## config.mk

```make
export PLATFORM = sky130hd
export DESIGN_NAME = rf_alu_sequencer
export DESIGN_NICKNAME = d
export VERILOG_FILES = /design/src/rtl/rv_ctrl_pkg.sv /design/src/rtl/rv_decoder.sv /design/src/rtl/rf_alu_sequencer.sv
export SDC_FILE = /design/constraint.sdc
export NUM_CORES = 1
export LEC_CHECK = 0
export BUFFER_PORTS_ARGS = -buffer_cell sky130_fd_sc_hd__buf_2
export CAP_MARGIN = 20
export CORE_MARGIN = 2
export CORE_UTILIZATION = 45
export DETAILED_ROUTE_END_ITERATION = 16
export HOLD_SLACK_MARGIN = 0.03
export PLACE_DENSITY = 0.71
export REMOVE_ABC_BUFFERS = 1
export SETUP_SLACK_MARGIN = 0.2
export SYNTH_ARGS = -nofsm -noshare
export SYNTH_HDL_FRONTEND = slang
export SYNTH_SLANG_ARGS = --single-unit
```

## constraint.sdc

```tcl
create_clock -name clk -period 5.06 [get_ports clk]
set_input_delay 1.518 -clock clk [delete_from_list [all_inputs] [get_ports clk]]
set_output_delay 1.518 -clock clk [all_outputs]
set_load 0.02 [all_outputs]
```

## src/rtl/rv_ctrl_pkg.sv

```systemverilog
// Shared control definitions for the RV32I-subset sequencer: FSM states,
// instruction classes, ALU codes and opcode/funct field constants.
package rv_ctrl_pkg;

  typedef enum logic [2:0] {
    ST_FETCH     = 3'd0,
    ST_DECODE    = 3'd1,
    ST_EXECUTE   = 3'd2,
    ST_WRITEBACK = 3'd3,
    ST_TRAP      = 3'd4
  } state_e;

  typedef enum logic [2:0] {
    CLS_ADDI    = 3'd0,
    CLS_ADD     = 3'd1,
    CLS_SUB     = 3'd2,
    CLS_BEQ     = 3'd3,
    CLS_BNE     = 3'd4,
    CLS_ILLEGAL = 3'd5
  } instr_class_e;

  localparam logic [2:0] ALU_ADD = 3'b000;
  localparam logic [2:0] ALU_SUB = 3'b001;

  localparam logic [6:0] OP_IMM    = 7'b0010011;
  localparam logic [6:0] OP_REG    = 7'b0110011;
  localparam logic [6:0] OP_BRANCH = 7'b1100011;

  localparam logic [2:0] F3_ADD = 3'b000;
  localparam logic [2:0] F3_BEQ = 3'b000;
  localparam logic [2:0] F3_BNE = 3'b001;

  localparam logic [6:0] F7_ADD = 7'b0000000;
  localparam logic [6:0] F7_SUB = 7'b0100000;

  function automatic logic is_branch(input instr_class_e c);
    return (c == CLS_BEQ) || (c == CLS_BNE);
  endfunction

endpackage

```

## src/rtl/rv_decoder.sv

```systemverilog
// Combinational decoder: classifies an instruction word and extracts register
// fields plus the sign-extended I-type and B-type immediates.
module rv_decoder
  import rv_ctrl_pkg::*;
#(
  parameter int D_WIDTH  = 8,
  parameter int A_WIDTH  = 5,
  parameter int PC_WIDTH = 16
) (
  input  logic [31:0]         instr,
  output instr_class_e        cls,
  output logic [A_WIDTH-1:0]  rs1,
  output logic [A_WIDTH-1:0]  rs2,
  output logic [A_WIDTH-1:0]  rd,
  output logic [D_WIDTH-1:0]  imm_i,
  output logic [PC_WIDTH-1:0] imm_b
);

  logic [6:0] opcode;
  logic [2:0] funct3;
  logic [6:0] funct7;

  assign opcode = instr[6:0];
  assign funct3 = instr[14:12];
  assign funct7 = instr[31:25];

  assign rs1 = A_WIDTH'(instr[19:15]);
  assign rs2 = A_WIDTH'(instr[24:20]);
  assign rd  = A_WIDTH'(instr[11:7]);

  // Immediates are sign-extended to 32 bits first, then cut to the target width.
  assign imm_i = D_WIDTH'({{20{instr[31]}}, instr[31:20]});
  assign imm_b = PC_WIDTH'({{19{instr[31]}}, instr[31], instr[7], instr[30:25], instr[11:8], 1'b0});

  always_comb begin
    cls = CLS_ILLEGAL;
    case (opcode)
      OP_IMM: begin
        if (funct3 == F3_ADD) cls = CLS_ADDI;
      end
      OP_REG: begin
        if (funct3 == F3_ADD && funct7 == F7_ADD) cls = CLS_ADD;
        else if (funct3 == F3_ADD && funct7 == F7_SUB) cls = CLS_SUB;
      end
      OP_BRANCH: begin
        if (funct3 == F3_BEQ) cls = CLS_BEQ;
        else if (funct3 == F3_BNE) cls = CLS_BNE;
      end
      default: cls = CLS_ILLEGAL;
    endcase
  end

endmodule

```

## src/rtl/rf_alu_sequencer.sv

```systemverilog
// Multi-cycle FETCH/DECODE/EXECUTE/WRITEBACK sequencer driving the register
// file and ALU for ADDI/ADD/SUB/BEQ/BNE; owns the PC and traps on anything else.
module rf_alu_sequencer
  import rv_ctrl_pkg::*;
#(
  parameter int D_WIDTH  = 8,
  parameter int A_WIDTH  = 5,
  parameter int PC_WIDTH = 16,
  parameter logic [PC_WIDTH-1:0] PC_RESET = '0
) (
  input  logic                clk,
  input  logic                rst_n,
  input  logic                instr_valid,
  output logic                instr_ready,
  input  logic [31:0]         instr,
  output logic [PC_WIDTH-1:0] pc,
  input  logic                eq,
  output logic [A_WIDTH-1:0]  ad1,
  output logic [A_WIDTH-1:0]  ad2,
  output logic [A_WIDTH-1:0]  ad3,
  output logic                we3,
  output logic [D_WIDTH-1:0]  imm_op,
  output logic                alusrc,
  output logic [2:0]          aluctrl,
  output logic                illegal
);

  state_e                state_reg;
  logic [31:0]           instr_reg;
  logic [PC_WIDTH-1:0]   pc_reg;
  logic                  ready_reg;
  logic [A_WIDTH-1:0]    ad1_reg, ad2_reg, ad3_reg;
  logic                  we3_reg;
  logic [D_WIDTH-1:0]    imm_reg;
  logic                  alusrc_reg;
  logic [2:0]            aluctrl_reg;
  logic                  illegal_reg;

  logic [31:0]           dec_instr;
  instr_class_e          dec_cls;
  logic [A_WIDTH-1:0]    dec_rs1, dec_rs2, dec_rd;
  logic [D_WIDTH-1:0]    dec_imm_i;
  logic [PC_WIDTH-1:0]   dec_imm_b;
  logic                  branch_taken;

  // In FETCH the live word is decoded so controls are registered at the
  // handshake and already valid during DECODE; afterwards the held copy is used.
  assign dec_instr = (state_reg == ST_FETCH) ? instr : instr_reg;

  rv_decoder #(
    .D_WIDTH (D_WIDTH),
    .A_WIDTH (A_WIDTH),
    .PC_WIDTH(PC_WIDTH)
  ) u_decoder (
    .instr(dec_instr),
    .cls  (dec_cls),
    .rs1  (dec_rs1),
    .rs2  (dec_rs2),
    .rd   (dec_rd),
    .imm_i(dec_imm_i),
    .imm_b(dec_imm_b)
  );

  assign branch_taken = (dec_cls == CLS_BEQ && eq) || (dec_cls == CLS_BNE && !eq);

  always_ff @(posedge clk or negedge rst_n) begin
    if (!rst_n) begin
      state_reg   <= ST_FETCH;
      instr_reg   <= '0;
      pc_reg      <= PC_RESET;
      ready_reg   <= 1'b1;
      ad1_reg     <= '0;
      ad2_reg     <= '0;
      ad3_reg     <= '0;
      we3_reg     <= 1'b0;
      imm_reg     <= '0;
      alusrc_reg  <= 1'b0;
      aluctrl_reg <= ALU_ADD;
      illegal_reg <= 1'b0;
    end else begin
      case (state_reg)
        ST_FETCH: begin
          if (instr_valid && ready_reg) begin
            instr_reg   <= instr;
            ready_reg   <= 1'b0;
            ad1_reg     <= dec_rs1;
            ad2_reg     <= dec_rs2;
            ad3_reg     <= dec_rd;
            imm_reg     <= dec_imm_i;
            alusrc_reg  <= (dec_cls == CLS_ADDI);
            aluctrl_reg <= (dec_cls == CLS_ADDI || dec_cls == CLS_ADD) ? ALU_ADD : ALU_SUB;
            state_reg   <= ST_DECODE;
          end
        end
        ST_DECODE: begin
          if (dec_cls == CLS_ILLEGAL) begin
            illegal_reg <= 1'b1;
            state_reg   <= ST_TRAP;
          end else begin
            state_reg   <= ST_EXECUTE;
          end
        end
        ST_EXECUTE: begin
          if (is_branch(dec_cls)) begin
            pc_reg    <= branch_taken ? pc_reg + dec_imm_b : pc_reg + PC_WIDTH'(4);
            ready_reg <= 1'b1;
            state_reg <= ST_FETCH;
          end else begin
            we3_reg   <= (ad3_reg != '0);
            state_reg <= ST_WRITEBACK;
          end
        end
        ST_WRITEBACK: begin
          we3_reg   <= 1'b0;
          pc_reg    <= pc_reg + PC_WIDTH'(4);
          ready_reg <= 1'b1;
          state_reg <= ST_FETCH;
        end
        ST_TRAP: begin
          we3_reg <= 1'b0;
        end
        default: begin
          we3_reg   <= 1'b0;
          ready_reg <= 1'b1;
          state_reg <= ST_FETCH;
        end
      endcase
    end
  end

  assign instr_ready = ready_reg;
  assign pc          = pc_reg;
  assign ad1         = ad1_reg;
  assign ad2         = ad2_reg;
  assign ad3         = ad3_reg;
  assign we3         = we3_reg;
  assign imm_op      = imm_reg;
  assign alusrc      = alusrc_reg;
  assign aluctrl     = aluctrl_reg;
  assign illegal     = illegal_reg;

endmodule

```

* Word-level counts from Yosys, hierarchy flattened
Index checks and enable logic that the tools add are counted.
** Word-level totals
- Logic and storage cells :: 76
- Register bits after elaboration :: 81
- Input port bits :: 36
- Latch bits :: 0
- Bits in writable memories :: 0
- Output and inout bits :: 46
- Memory bits (read-only) :: 0
- Memories kept :: 0
** Cells by class
- Bitwise gates (word level) :: 3
- Divide/modulo/power cells :: 0
- Eq/ne operators :: 16
- Magnitude comparators :: 0
- Reductions and logical operators :: 23
- Shift operators :: 0
- Multiplexer cells :: 20
- Add/sub/neg operators :: 2
- Multipliers :: 0
** Operators with widths (number)
- 16-bit 2-to-1 mux :: 2
- 32-bit 2-to-1 mux :: 1
- 16-bit case mux with 2 select lines :: 1
- 3-bit 2-to-1 mux :: 6
- 16-bit adder :: 1
- 16-bit by 3-bit adder with 16-bit output (second input constant) :: 1
- 7-bit by 6-bit equality test with 1-bit output (second input constant) :: 2
- 3-bit case mux with 4 select lines :: 1
- 2-bit AND reduction :: 5
- 3-bit by 1-bit equality test with 1-bit output (second input constant) :: 3
- 3-bit by 2-bit equality test with 1-bit output (second input constant) :: 3
- 3-bit equality test (second input constant) :: 3
- 3-bit zero test :: 3
- 3-bit case mux with 3 select lines :: 1
- 7-bit by 5-bit equality test with 1-bit output (second input constant) :: 1
- 7-bit equality test (second input constant) :: 1
- 7-bit zero test :: 1
- 1-bit logical AND :: 5
- 1-bit 2-to-1 mux :: 5
- 5-bit nonzero test :: 1
- 2-bit inequality test (second input constant) :: 2
- 2-bit OR reduction :: 2
- 1-bit logical OR :: 3
- 1-bit NOT :: 3
- other kinds (7) :: 7

* Logic depth before layout (Yosys ltp)
- Depth after elaboration :: 13
- Gate-level depth with buffers :: 15
- Depth with buffers taken out :: 12

* By module
A second synthesis with hierarchy kept.
** Unflattened totals
- Cell total of the unflattened synthesis :: 467
- Area, all modules :: 4934.7 µm²
** By module, submodules not included
- rf_alu_sequencer :: instances 1, seq. area each 1978.1 µm², cells each 410, area each 4494.3 µm²
- rv_decoder :: instances 1, seq. area each 0.0 µm², cells each 57, area each 440.4 µm²

* Worst setup path before layout
Ideal clock, no wire load.
- Kind :: input -> register
- Start :: input port instr[8]
- End :: register pc_reg[15], in the netlist pc[15]
- Slack :: 1498 ps
- Cell stages on the path :: 11
- Required time :: 4980 ps
- Setup time :: 80 ps
- Buffers on the path :: 0
- Arrival :: 3482 ps
- Cell sequence :: nand2_1 -> nand2_1 -> ha_1 -> fa_1 -> a211o_1 -> o211ai_1 -> a211o_1 -> a311o_1 -> a21oi_1 -> o311ai_1 -> xnor2_1
** Between the ends
- Cells in the longest elaborated chain, start to end :: 5
** Ends and longest elaborated chain
- from (decl) :: RTL line rf_alu_sequencer.sv:15 : input logic [31:0] instr,
- 32-bit 2-to-1 mux :: RTL line rf_alu_sequencer.sv:48 : assign dec_instr = (state_reg == ST_FETCH) ? instr : instr_reg;
- named net dec_imm_b[1] :: RTL line rf_alu_sequencer.sv:43 : logic [PC_WIDTH-1:0] dec_imm_b;
- 16-bit adder :: RTL line rf_alu_sequencer.sv:105 : pc_reg <= branch_taken ? pc_reg + dec_imm_b : pc_reg + PC_WIDTH'(4);
- 16-bit 2-to-1 mux :: RTL line rf_alu_sequencer.sv:105
- 16-bit 2-to-1 mux :: RTL line rf_alu_sequencer.sv:104 : if (is_branch(dec_cls)) begin
- 16-bit case mux with 2 select lines :: RTL line rf_alu_sequencer.sv:81 : case (state_reg)
- to (signal assigned) :: RTL line rf_alu_sequencer.sv:105
- to (signal assigned) :: RTL line rf_alu_sequencer.sv:115 : pc_reg <= pc_reg + PC_WIDTH'(4);
- to (decl) :: RTL line rf_alu_sequencer.sv:30 : logic [PC_WIDTH-1:0] pc_reg;
The timed path passes the listed nets, and every way through them passes these cells. The select of a mux whose other input is x is not followed.
A chain may end at the register's enable or synchronous reset.

* Worst setup path in the final report
- Start :: input port instr[2]
- End :: register pc_reg[1], in the netlist pc[1]
** Between the ends
- Cells in the longest elaborated chain, start to end :: 9
- Elaborated cells on any way between the ends :: 16
- Classes of those cells :: 6 x eq/ne; 5 x mux; 5 x reduce/logical
** Ends and longest elaborated chain
- 32-bit 2-to-1 mux * :: RTL line rf_alu_sequencer.sv:48
- 7-bit equality test, or another cell as far along :: RTL line rv_decoder.sv:37 : case (opcode)
- 3-bit case mux with 3 select lines * :: RTL line rv_decoder.sv:37
- 3-bit by 2-bit equality test with 1-bit output / 3-bit equality test (equally long branches) :: RTL line rv_ctrl_pkg.sv:37, rf_alu_sequencer.sv:64
- 1-bit logical AND :: RTL line rf_alu_sequencer.sv:64 : assign branch_taken = (dec_cls == CLS_BEQ && eq) || (dec_cls == CLS_BNE && !eq);
- 1-bit logical OR :: RTL line rf_alu_sequencer.sv:64
- 16-bit 2-to-1 mux :: RTL line rf_alu_sequencer.sv:105
- 16-bit 2-to-1 mux :: RTL line rf_alu_sequencer.sv:104
- 16-bit case mux with 2 select lines :: RTL line rf_alu_sequencer.sv:81
Every way passes the cells marked *; elsewhere a longest branch is shown, timed or not. The select of a mux whose other input is x is not followed.

==> flow_summary.yaml <==
critical_path:
  cp.required_ns: 5.30
  path_max_fanout: 21
  critPathLaunchType: "input pin"
  path_class: "input pin to register"
  endpoint_kind: "register"
  arrival_ns: 3.75
synth:
  yosysSeqAreaShare_pct: 40.68
  synth_top_cell_by_area: "dfrtp_1"
  synth-main-ff-cell: "dfrtp_1"
  yosys.cell_types.count: 63
  synthCells: 466
  yosys.area.top_type_share_pct: 40.00
  yosys_warnings: 0
  synth_common_cells: "176 x nand2_1, 62 x dfrtp_1, 32 x a21oi_1"
  synthTopCellsByArea: "dfrtp_1 40%, nand2_1 17%, ha_1 4.8%"
  avgSynthCellArea_sq_um: 8.323
  netlist_area_sq_um: 3879
  ys_ff_latch: 63
  synth_edf_count: 0
  async_reset_ff_share_pct: 100.0
  yosysMostFrequentCell: "nand2_1"
clock_tree:
  ctsResizeCount: 0
  cts_sinks: 63
  worstSkewPairLatency_ns: 0.35
  clock_path_buffers: 2
  cts_buffers: 9
  cts_setup_buffers: 0
  clk_pin_slew_ns: 0.09
  hold_buffers: 0
  cts_tree: "yes"
  htreeDepth: 3
  cts_root_buffer: "clkbuf_8"
cells_and_area:
  fillCellCount: 793
  multiInputGateArea_sq_um: 2103
  seqCellArea_sq_um: 1578
  diodes: 0
  drive_gt1_share_pct: 21.71
  area_growth_pct: 16.03
  largest_register_ffs: 22
  nets: 586
sta:
  fin_ws_ns: 1.549
  slew_headroom_pct: 42.65
  rsz0062_at_grt: "false"
  finalMaxSlewViolations: 0
  min_period_ns: 3.511
  clock.fmax_ghz: 0.2848
  skew_ns: 0.01806
  final-setup-viol-count: 0
  finalHoldViolCount: 0
  post-route-period-util_pct: 69.39
  tightest_slew_ns: 0.8602
  tns_ns: 0
floorplanning:
  initial_core_util_pct: 46.74
  die_area_sq_um: 9378
  ioPinCount: 82
  die_h_um: 96.84
  die_w_um: 96.84
  row_count: 33
  coreArea_sq_um: 8299
routing:
  antenna_left: 0
  dr.first_iter.drc_count: 131
  via_count: 3434
  wl_mm: 9.065
  vias_per_cell: 5.332
  first_pass_iters: 4
  wl_per_cell_um: 14.08
  drc: 0
place:
  place.gp.congestion: 0.9166
  port_buffers: 78
  hpwl_mm: 6.564
  place_ws_ns: 1.205
global_route:
  grt_pass1_vias: 3302
  grt_antenna_before_repair: 0
  grt_pass1_wl_mm: 15.51
  grt_use_total_pct: 20.09
  grt.overflow.total: 0
  grt_max_degree: 43
pwr:
  power.density_nw_per_um2: 246.5
  ir_worst_vdd_uv: 123.0
  leakage_nw: 2.425
flow_run:
  drv_cap: 0
outcome:
  outcome: "finished clean"
hold_path:
  hold_path.class: "register to register"
-- power by group --
group,switching (mW),internal (mW),total (mW)
combinational,0.0568,0.0385,0.0954
clock,0.220,0.282,0.502
sequential,0.00419,0.508,0.512
-- critical path: stages --
cell	delay [ns]
buf_2	0.10
or4bb_1	0.57
nor4_4	0.31
o2bb2ai_2	0.19
a21oi_4	0.50
nand2b_2	0.21
mux2_4	0.34
-- metal layers --
layer	wire length, um	vias to the layer above	global-route usage, %	part of all wire, %
met3	396	14	4.118	4.4
met2	4270	73	32.96	47
met1	4255	1609	26.33	47
met5	0	-	0	0
li1	-	1738	-	-
met4	142	0	7.259	1.6
-- through the flow --
step	cells	cell area [sq um]	hold WS [ns]	total power [mW]	util, %
global placement	628	4274	0.4518	0.6172	51.50
global route	644	4501	0.5011	1.158	54.23
CTS	644	4501	0.4743	1.123	54.23
floorplan	440	3715	0.4370	0.5758	-
detailed placement	628	4274	0.4552	0.6182	51.50
finish	644	4501	0.4691	1.110	54.23
-- kinds of logic (layout without fill, tap and decap cells) --
logic type | Yosys count | after routing | share of synthesized area, %
muxes | 6 | 6 | 2.000
DFF | 63 | 63 | 40.68
adders and majority gates | 16 | 16 | 5.355
AOI/OAI and AO/OA | 93 | 93 | 16.03
buffers and inverters | 37 | 108 | 5.290
other | 1 | 3 | 0.09668
and+or+nand+nor | 237 | 237 | 27.61
xor gates and xnor gates | 13 | 13 | 2.936
-- final cells by class --
cell class | count | share of cell area [%]
Clock buffer | 9 | 2.752
Clock inverter | 7 | 2.280
Inverter | 9 | 0.7506
Multi-Input combinational cell | 368 | 46.73
Sequential cell | 63 | 35.06
Tap cell | 105 | 2.919
Timing Repair Buffer | 83 | 9.508
-- cells in the final DEF, fill, tap and decap left out, drive strengths merged, types with 9 or more instances in the layout --
cell / instances
xnor2: 9
inv: 11
dfrtp: 62
buf: 83
nand3: 13
a21oi: 34
clkbuf: 9
nand2: 176
o21ai: 19
ha: 15
nor2: 11
-- path summary, 6_finish.rpt --
check,startpoint,end,slack [ns],depth (start not counted)
min in group asynchronous,rst_n,pc[6],1.27,1
min,instr_reg[0],instr_reg[0],0.47,2
max reg2reg,state_reg[0],pc[15],1.68,12
max,instr[2],pc[1],1.55,7
max in group asynchronous,rst_n,instr_reg[6],2.92,2
min reg2reg,instr_reg[0],instr_reg[0],0.47,2
(Power assumes the default switching activity.)
